### src/rtl/aux_bus_arbiter.sv
// aux_bus_arbiter: two-master round-robin arbiter for the aux bus with
// registered single-beat transfers and a bounded bus lock for RMW.
// Ports: clk_i, reset_i (sync, active high);
//   mN_req_i/we_i/lock_i/adr_i/dat_i from master N, mN_ack_o/dat_o back;
//   aux_adr_o/aux_dat_o/aux_we_o/aux_re_o to the slave, aux_dat_i from it.
module aux_bus_arbiter #(
   parameter int AUX_ADDR_WIDTH = 16,
   parameter int AUX_DATA_WIDTH = 8,
   parameter int LOCK_MAX       = 4
) (
   input  logic                      clk_i,
   input  logic                      reset_i,
   input  logic                      m0_req_i,
   input  logic                      m0_we_i,
   input  logic                      m0_lock_i,
   input  logic [AUX_ADDR_WIDTH-1:0] m0_adr_i,
   input  logic [AUX_DATA_WIDTH-1:0] m0_dat_i,
   output logic                      m0_ack_o,
   output logic [AUX_DATA_WIDTH-1:0] m0_dat_o,
   input  logic                      m1_req_i,
   input  logic                      m1_we_i,
   input  logic                      m1_lock_i,
   input  logic [AUX_ADDR_WIDTH-1:0] m1_adr_i,
   input  logic [AUX_DATA_WIDTH-1:0] m1_dat_i,
   output logic                      m1_ack_o,
   output logic [AUX_DATA_WIDTH-1:0] m1_dat_o,
   output logic [AUX_ADDR_WIDTH-1:0] aux_adr_o,
   output logic [AUX_DATA_WIDTH-1:0] aux_dat_o,
   input  logic [AUX_DATA_WIDTH-1:0] aux_dat_i,
   output logic                      aux_we_o,
   output logic                      aux_re_o
);

   typedef enum logic [1:0] {
      IDLE,
      XFER,
      ACK
   } state_t;

   localparam logic [3:0] LOCK_LIM = 4'(LOCK_MAX);

   state_t state, state_n;

   logic gnt, gnt_n;
   logic last, last_n;
   logic own_vld, own_vld_n;
   logic owner, owner_n;
   // lock_i of the granted transfer, frozen at grant
   logic lock, lock_n;
   logic [3:0] lock_cnt, lock_cnt_n;

   logic [AUX_ADDR_WIDTH-1:0] adr_n;
   logic [AUX_DATA_WIDTH-1:0] dat_n;
   logic [AUX_DATA_WIDTH-1:0] d0_n;
   logic [AUX_DATA_WIDTH-1:0] d1_n;
   logic we_n, re_n, ack0_n, ack1_n;

   logic go, pick, pick_we;
   logic own_req, own_lock;

   assign own_req  = owner ? m1_req_i : m0_req_i;
   assign own_lock = owner ? m1_lock_i : m0_lock_i;

   always_comb begin
      state_n    = state;
      gnt_n      = gnt;
      last_n     = last;
      own_vld_n  = own_vld;
      owner_n    = owner;
      lock_n     = lock;
      lock_cnt_n = lock_cnt;
      adr_n      = aux_adr_o;
      dat_n      = aux_dat_o;
      d0_n       = m0_dat_o;
      d1_n       = m1_dat_o;
      we_n       = 1'b0;
      re_n       = 1'b0;
      ack0_n     = 1'b0;
      ack1_n     = 1'b0;
      go         = 1'b0;
      pick       = 1'b0;
      pick_we    = 1'b0;

      unique case (state)
         IDLE: begin
            if (own_vld) begin
               // locked: only the owner may be granted; it releases
               // by idling with lock_i low
               if (own_req) begin
                  go   = 1'b1;
                  pick = owner;
               end else if (!own_lock) begin
                  own_vld_n  = 1'b0;
                  lock_cnt_n = '0;
               end
            end else if (m0_req_i && m1_req_i) begin
               go   = 1'b1;
               pick = ~last;
            end else if (m0_req_i) begin
               go   = 1'b1;
               pick = 1'b0;
            end else if (m1_req_i) begin
               go   = 1'b1;
               pick = 1'b1;
            end

            if (go) begin
               pick_we = pick ? m1_we_i : m0_we_i;
               state_n = XFER;
               gnt_n   = pick;
               adr_n   = pick ? m1_adr_i : m0_adr_i;
               dat_n   = pick ? m1_dat_i : m0_dat_i;
               lock_n  = pick ? m1_lock_i : m0_lock_i;
               we_n    = pick_we;
               re_n    = ~pick_we;
            end
         end

         XFER: begin
            state_n = ACK;
            if (aux_re_o) begin
               if (gnt) begin
                  d1_n = aux_dat_i;
               end else begin
                  d0_n = aux_dat_i;
               end
            end
            ack0_n = ~gnt;
            ack1_n = gnt;
         end

         ACK: begin
            state_n = IDLE;
            last_n  = gnt;
            // a lock that hits the count limit is dropped, and since
            // last = gnt the other master wins the next tie
            if (lock && (lock_cnt + 4'd1 < LOCK_LIM)) begin
               own_vld_n  = 1'b1;
               owner_n    = gnt;
               lock_cnt_n = lock_cnt + 4'd1;
            end else begin
               own_vld_n  = 1'b0;
               lock_cnt_n = '0;
            end
         end

         default: state_n = IDLE;
      endcase
   end

   always_ff @(posedge clk_i) begin
      if (reset_i) begin
         state     <= IDLE;
         gnt       <= 1'b0;
         last      <= 1'b1;
         own_vld   <= 1'b0;
         owner     <= 1'b0;
         lock      <= 1'b0;
         lock_cnt  <= '0;
         aux_adr_o <= '0;
         aux_dat_o <= '0;
         aux_we_o  <= 1'b0;
         aux_re_o  <= 1'b0;
         m0_ack_o  <= 1'b0;
         m1_ack_o  <= 1'b0;
         m0_dat_o  <= '0;
         m1_dat_o  <= '0;
      end else begin
         state     <= state_n;
         gnt       <= gnt_n;
         last      <= last_n;
         own_vld   <= own_vld_n;
         owner     <= owner_n;
         lock      <= lock_n;
         lock_cnt  <= lock_cnt_n;
         aux_adr_o <= adr_n;
         aux_dat_o <= dat_n;
         aux_we_o  <= we_n;
         aux_re_o  <= re_n;
         m0_ack_o  <= ack0_n;
         m1_ack_o  <= ack1_n;
         m0_dat_o  <= d0_n;
         m1_dat_o  <= d1_n;
      end
   end

endmodule

### config.mk
export PLATFORM = sky130hd
export DESIGN_NAME = aux_bus_arbiter
export DESIGN_NICKNAME = d
export VERILOG_FILES = /design/src/rtl/aux_bus_arbiter.sv
export SDC_FILE = /design/constraint.sdc
export NUM_CORES = 1
export LEC_CHECK = 0
export ABC_AREA = 1
export CAP_MARGIN = 40
export CORE_UTILIZATION = 46
export DETAILED_ROUTE_END_ITERATION = 8
export PLACE_DENSITY = 0.93
export SYNTH_ARGS = -nofsm -noshare
export SYNTH_HDL_FRONTEND = slang
export SYNTH_SLANG_ARGS = --single-unit
### constraint.sdc
create_clock -name clk_i -period 2.38 [get_ports clk_i]
set_input_delay 0.595 -clock clk_i [delete_from_list [all_inputs] [get_ports clk_i]]
set_output_delay 0.595 -clock clk_i [all_outputs]
set_load 0.01 [all_outputs]
## After elaboration in Yosys (flattened, before gate mapping)

Index checks and enable logic that the tools add are counted.

| word-level totals | value |
|---|---|
| register bits | 55 |
| input port bits | 64 |
| logic and storage cells | 69 |
| output and inout port bits | 44 |

| operators by class | value |
|---|---|
| eq/ne operators | 6 |
| add/subtract/negate cells | 1 |
| multiplexer cells | 29 |
| bitwise gates (word level) | 6 |
| reduce and logical (&&, ||, !) cells | 11 |
| magnitude comparators | 1 |

Operators by type and width:

| operator | count |
|---|---|
| 1-bit two-way mux | 19 |
| 16-bit two-way mux | 1 |
| 4-bit two-way mux | 4 |
| 8-bit two-way mux | 1 |
| 2-bit inequality test, second input constant | 4 |
| 4-bit one-hot mux with 2 select lines | 1 |
| 1-bit inverter | 6 |
| 3-bit AND reduction | 2 |
| 4-bit by 1-bit adder with 4-bit output, second input constant | 1 |
| 4-bit by 3-bit < comparator with 1-bit output, second input constant | 1 |
| 2-bit one-hot mux with 2 select lines | 1 |
| 2-bit AND reduction | 2 |
| 4-bit AND reduction | 1 |
| 3-bit OR reduction | 1 |
| 2-bit by 1-bit equality test with 1-bit output, second input constant | 1 |
| 2-bit equality test, second input constant | 1 |
| 1-bit logical AND | 2 |
| 2-bit zero test | 1 |
| 2-bit two-way mux | 1 |
| 1-bit one-hot mux with 2 select lines | 1 |
| 2-bit nonzero test | 1 |
| 2-bit OR reduction | 1 |

## Depth between registers and ports, before layout

| depth | value |
|---|---|
| word-level depth | 7 |
| mapped depth | 9 |
| mapped depth without buffers | 9 |

## Least setup slack after synthesis

No wires, ideal clock.

| path | value |
|---|---|
| kind | input to register |
| start point | input port m1_req_i |
| end point | register aux_adr_o[10] |
| stages on the path | 5 |
| library setup time | 0.132 ns |
| data required time | 2.248 ns |
| path buffers | 1 |
| path slack | 1.008 ns |
| data arrival time | 1.240 ns |
| cell sequence | a21boi_2 > buf_4 > nand3_1 > nand3_1 > a21oi_1 |

| between the ends | value |
|---|---|
| longest elaborated chain between the ends | 6 |
| elaborated cells on any way between the ends | 15 |
| classes of those cells | mux: 13; reduce/logical: 2 |

Ends and longest elaborated chain:

| item | line | source |
|---|---|---|
| start: declaration | 20 | `input logic m1_req_i,` |
| 1-bit two-way mux | 102 | `end else if (m1_req_i) begin` |
| 1-bit two-way mux | 99 | `end else if (m0_req_i) begin` |
| 1-bit two-way mux | 96 | `end else if (m0_req_i && m1_req_i) begin` |
| 1-bit two-way mux | 86 | `if (own_vld) begin` |
| 1-bit two-way mux | 84 | `unique case (state)` |
| 16-bit two-way mux / 2-bit AND reduction (equally long branches) | - |  |
| end signal: assignment | 176 | `aux_adr_o <= adr_n;` |
| end: declaration | 27 | `output logic [AUX_ADDR_WIDTH-1:0] aux_adr_o,` |

Several ways; a longest one is shown, not always the timed one. The select of a mux whose other input is x is not followed.
A chain may end at the register's enable or synchronous reset.

## Worst setup path after layout

| path | value |
|---|---|
| start point | register m1_dat_o[1] |
| end point | output port m1_dat_o[1] |

RTL lines:

| item | line | source |
|---|---|---|
| start: declaration | 26 | `output logic [AUX_DATA_WIDTH-1:0] m1_dat_o,` |
| start signal: assignment | 183 | `m1_dat_o <= d1_n;` |

No word-level cell between the ends.

==> out/qor.yml <==
layout:
  fin_util_pct: 72.0
  final_layout_size_suffix_gt1_share_pct: 5.60
  instances_no_fill: 552
  diodes: 0
  area_growth_pct: 46.8
  nets: 546
yosys:
  synth_xor_area_share_pct: 0
  synth_seq_area_share_pct: 42.6
  syn_area_mm2: 0.00259
  synth_warnings: 0
  synth-compound-area-share_pct: 9.92
  synth_nets: 442
  synthAdderAreaFrac_pct: 0.484
  syn_inst: 377
  synth-seq-cells: 55
  synth_enable_flop_cells: 0
  ys_types: 23
  avgSynthCellArea_um2: 6.86
  synth_mux_area_share_pct: 0
  async_flop_share_pct: 0
  synth_top_family_by_area: "simple AND/OR/NAND/NOR gates"
  synth-simple-area-share_pct: 33.8
  synthFlopType: "dfxtp_1"
critical_path:
  required_ns: 1.78
  critPathTopFamily: "buffers and inverters"
  r2r_end: "m0_dat_o[6]"
  startpoint_type: "register"
  path_class: "register to output port"
  cp_data_arrival_time_ns: 1.26
  cp-end-kind: "output port"
  r2r_cells: 7
  r2r-start: "state[0]"
  cp_max_fo: 2
  r2r_slack_ns: 0.85
  crit_chain: "clkdlybuf4s50_1"
  crit_buf_inv: 1
  cpPeakStageDelay_ns: 0.58
  crit_path_top_delay_cell: "clkdlybuf4s50_1"
hold_path:
  worstHoldPathType: "register to register"
  min_from: "aux_adr_o[2]"
  holdPathStages: 2
  hold_end: "aux_adr_o[2]"
sta:
  setup_viol: 0
  drv_slew: 0
  fin_crit_ns: 1.86
  hold_ws_ns: 0.474
  max_slew_margin_pct: 64.1
  fmax_mhz: 539
  tns_ns: 0
  tightestPinTransition_ns: 0.538
  rsz0062_at_grt: "false"
  skew_ns: 0.00827
  period_share_pct: 77.9
  finalHoldViolCount: 0
detailed_routing:
  drt_pass1_iterations: 4
  drc_errors: 0
  viasPerCell: 5.12
  drt_wl_total_mm: 7.47
  ant_nets: 0
  wl_per_cell_um: 13.5
  drt-initial-drc-count: 189
  vias: 2825
clocking:
  clockRootBuffer: "clkbuf_8"
  numClockSinks: 55
  worstSkewPairLatency_ns: 0.31
  cts_resized: 0
  cts_buffers: 5
  cts_hold_buf: 0
  path_clk_slew_ns: 0.10
  cts_tree: "done"
  clockBufferDepth: 2
  post_cts_buffers: 0
  htreeDepth: 2
power_and_ir_drop:
  clkPwrFrac_pct: 25.5
  power.internal_mw: 1.46
  power.leakage_nw: 1.74
  comb_power_share_pct: 24.9
  switchingPower_uw: 598
  p_per_area_mw_per_mm2: 541
  switching_share_pct: 29.1
  total_power_mw: 2.05
  seqPwrFrac_pct: 49.6
  ir_worst_vdd_mv: 0.335
placement:
  hpwlAfterDp_mm: 5.32
  gp_congestion: 0.847
  port_buffers: 107
  post-place-cells: 544
grt:
  grt_antenna_before_repair: 0
  grt_pass1_wl_mm: 12.6
  grt_max_degree: 28
  grt_use_total_pct: 26.0
  grt.overflow.total: 0
  grt_pass1_vias: 2745
floorplan:
  fp.dieArea_mm2: 0.00593
  die_height_um: 77.0
  num_rows: 26
  core_mm2: 0.00527
  fp.dieW_um: 77.0
  initial_core_util_pct: 49.1
  boundaryPins: 108
flow_run:
  max_cap_viol_count: 0
run_status:
  outcome: "finished, final reports clean"
-- worst reg2reg max path, cell delays in order (launching register included) --
cell	delay (ns)
dfxtp_1	0.41
inv_2	0.07
nor2_1	0.09
inv_1	0.12
nor3_4	0.31
inv_1	0.23
nor2_1	0.15
nor2_1	0.06
-- stage by stage --
stage | setup WS [ns] | area (um2)
after CTS | 0.516 | 3800
after floorplan | 1.01 | 2590
after detailed placement | 0.233 | 3710
after global routing | 0.416 | 3800
final | 0.525 | 3800
after global placement | 0.297 | 3710
-- synthesized netlist by cell type, types with 2 or more instances --
library cell   n  area, um2
a21oi_1       30        150
buf_1          2       7.51
buf_4          5       37.5
buf_6          2       22.5
clkbuf_1       6       22.5
dfxtp_1       55       1100
inv_1         62        233
inv_2          4       15.0
nand2_1       71        267
nand2_2        2       12.5
nand3_1       60        300
nand3_4        2       35.0
nor2_1        45        169
nor3_1         3       15.0
nor3_4         2       32.5
o21ai_0       19       95.1
-- layout make-up --
type	instances	area (um2)
Clock buffer	6	72.6
Clock inverter	2	16.3
Fill cell	403	1470
Inverter	66	248
Multi-Input combinational cell	240	1140
Sequential cell	55	1100
Tap cell	70	87.6
Timing Repair Buffer	113	1130
-- power groups by stage --
stage | Combinational (mW) | Clock, mW | Sequential (mW)
after floorplan | 0.227 | 0 | 1.06
after global placement | 0.495 | 0 | 1.03
after detailed placement | 0.505 | 0 | 1.04
after CTS | 0.511 | 0.532 | 1.02
after global routing | 0.559 | 0.567 | 1.02
final | 0.511 | 0.524 | 1.02
-- state kept, by name, summed over array words and instances (netlist names) --
| signal | cells |
|---|---|
| last | 1 |
| lock | 1 |
| state | 2 |
| aux_adr_o | 16 |
| aux_we_o | 1 |
| gnt | 1 |
| owner | 1 |
| aux_dat_o | 8 |
| lock_cnt | 4 |
| m1_ack_o | 1 |
| own_vld | 1 |
| m0_ack_o | 1 |
| m0_dat_o | 8 |
| aux_re_o | 1 |
| m1_dat_o | 8 |
-- kinds of logic (layout without fill, tap and decap cells) --
group,count (synthesis),in the layout
AOI/OAI and AO/OA,50,50
adders and majority gates,1,1
buffers and inverters,82,187
DFF,55,55
and+or+nand+nor,189,189
-- per-layer routing --
| metal | track usage, % | wire length, um | part of all wire (%) | vias to the layer above |
|---|---|---|---|---|
| li1 | - | - | - | 1384 |
| met1 | 31.3 | 3090 | 41 | 1294 |
| met2 | 44.6 | 3590 | 48 | 134 |
| met3 | 7.62 | 686 | 9.2 | 13 |
| met4 | 7.92 | 110 | 1.5 | 0 |
| met5 | 0 | 0 | 0 | - |
-- placed cells by master (no fill, tap or decap), drive strengths merged --
cell type | Yosys | final
clkinvlp | 0 | 1
buf | 10 | 6
clkdlybuf4s50 | 0 | 107
a21oi | 30 | 30
ha | 1 | 1
nand3 | 63 | 63
dfxtp | 55 | 55
nor2 | 47 | 47
and2 | 1 | 1
o21ai | 19 | 19
clkbuf | 6 | 6
inv | 66 | 67
nand2 | 73 | 73
nor3 | 5 | 5
a21boi | 1 | 1
-- how the worst max path moves through the flow --
stage                startpoint             to  slack (ns)  cells after the start
global placement       m1_req_i   aux_adr_o[3]        0.30                      7
CTS                 m1_dat_o[1]    m1_dat_o[1]        0.52                      1
global route           m1_req_i   aux_adr_o[3]        0.42                      7
finish              m1_dat_o[1]    m1_dat_o[1]        0.52                      1
floorplan              m1_req_i  aux_adr_o[10]        1.01                      5
detailed placement     m1_req_i   aux_adr_o[5]        0.23                      7
Note: power is estimated with default switching activity, not from simulation.
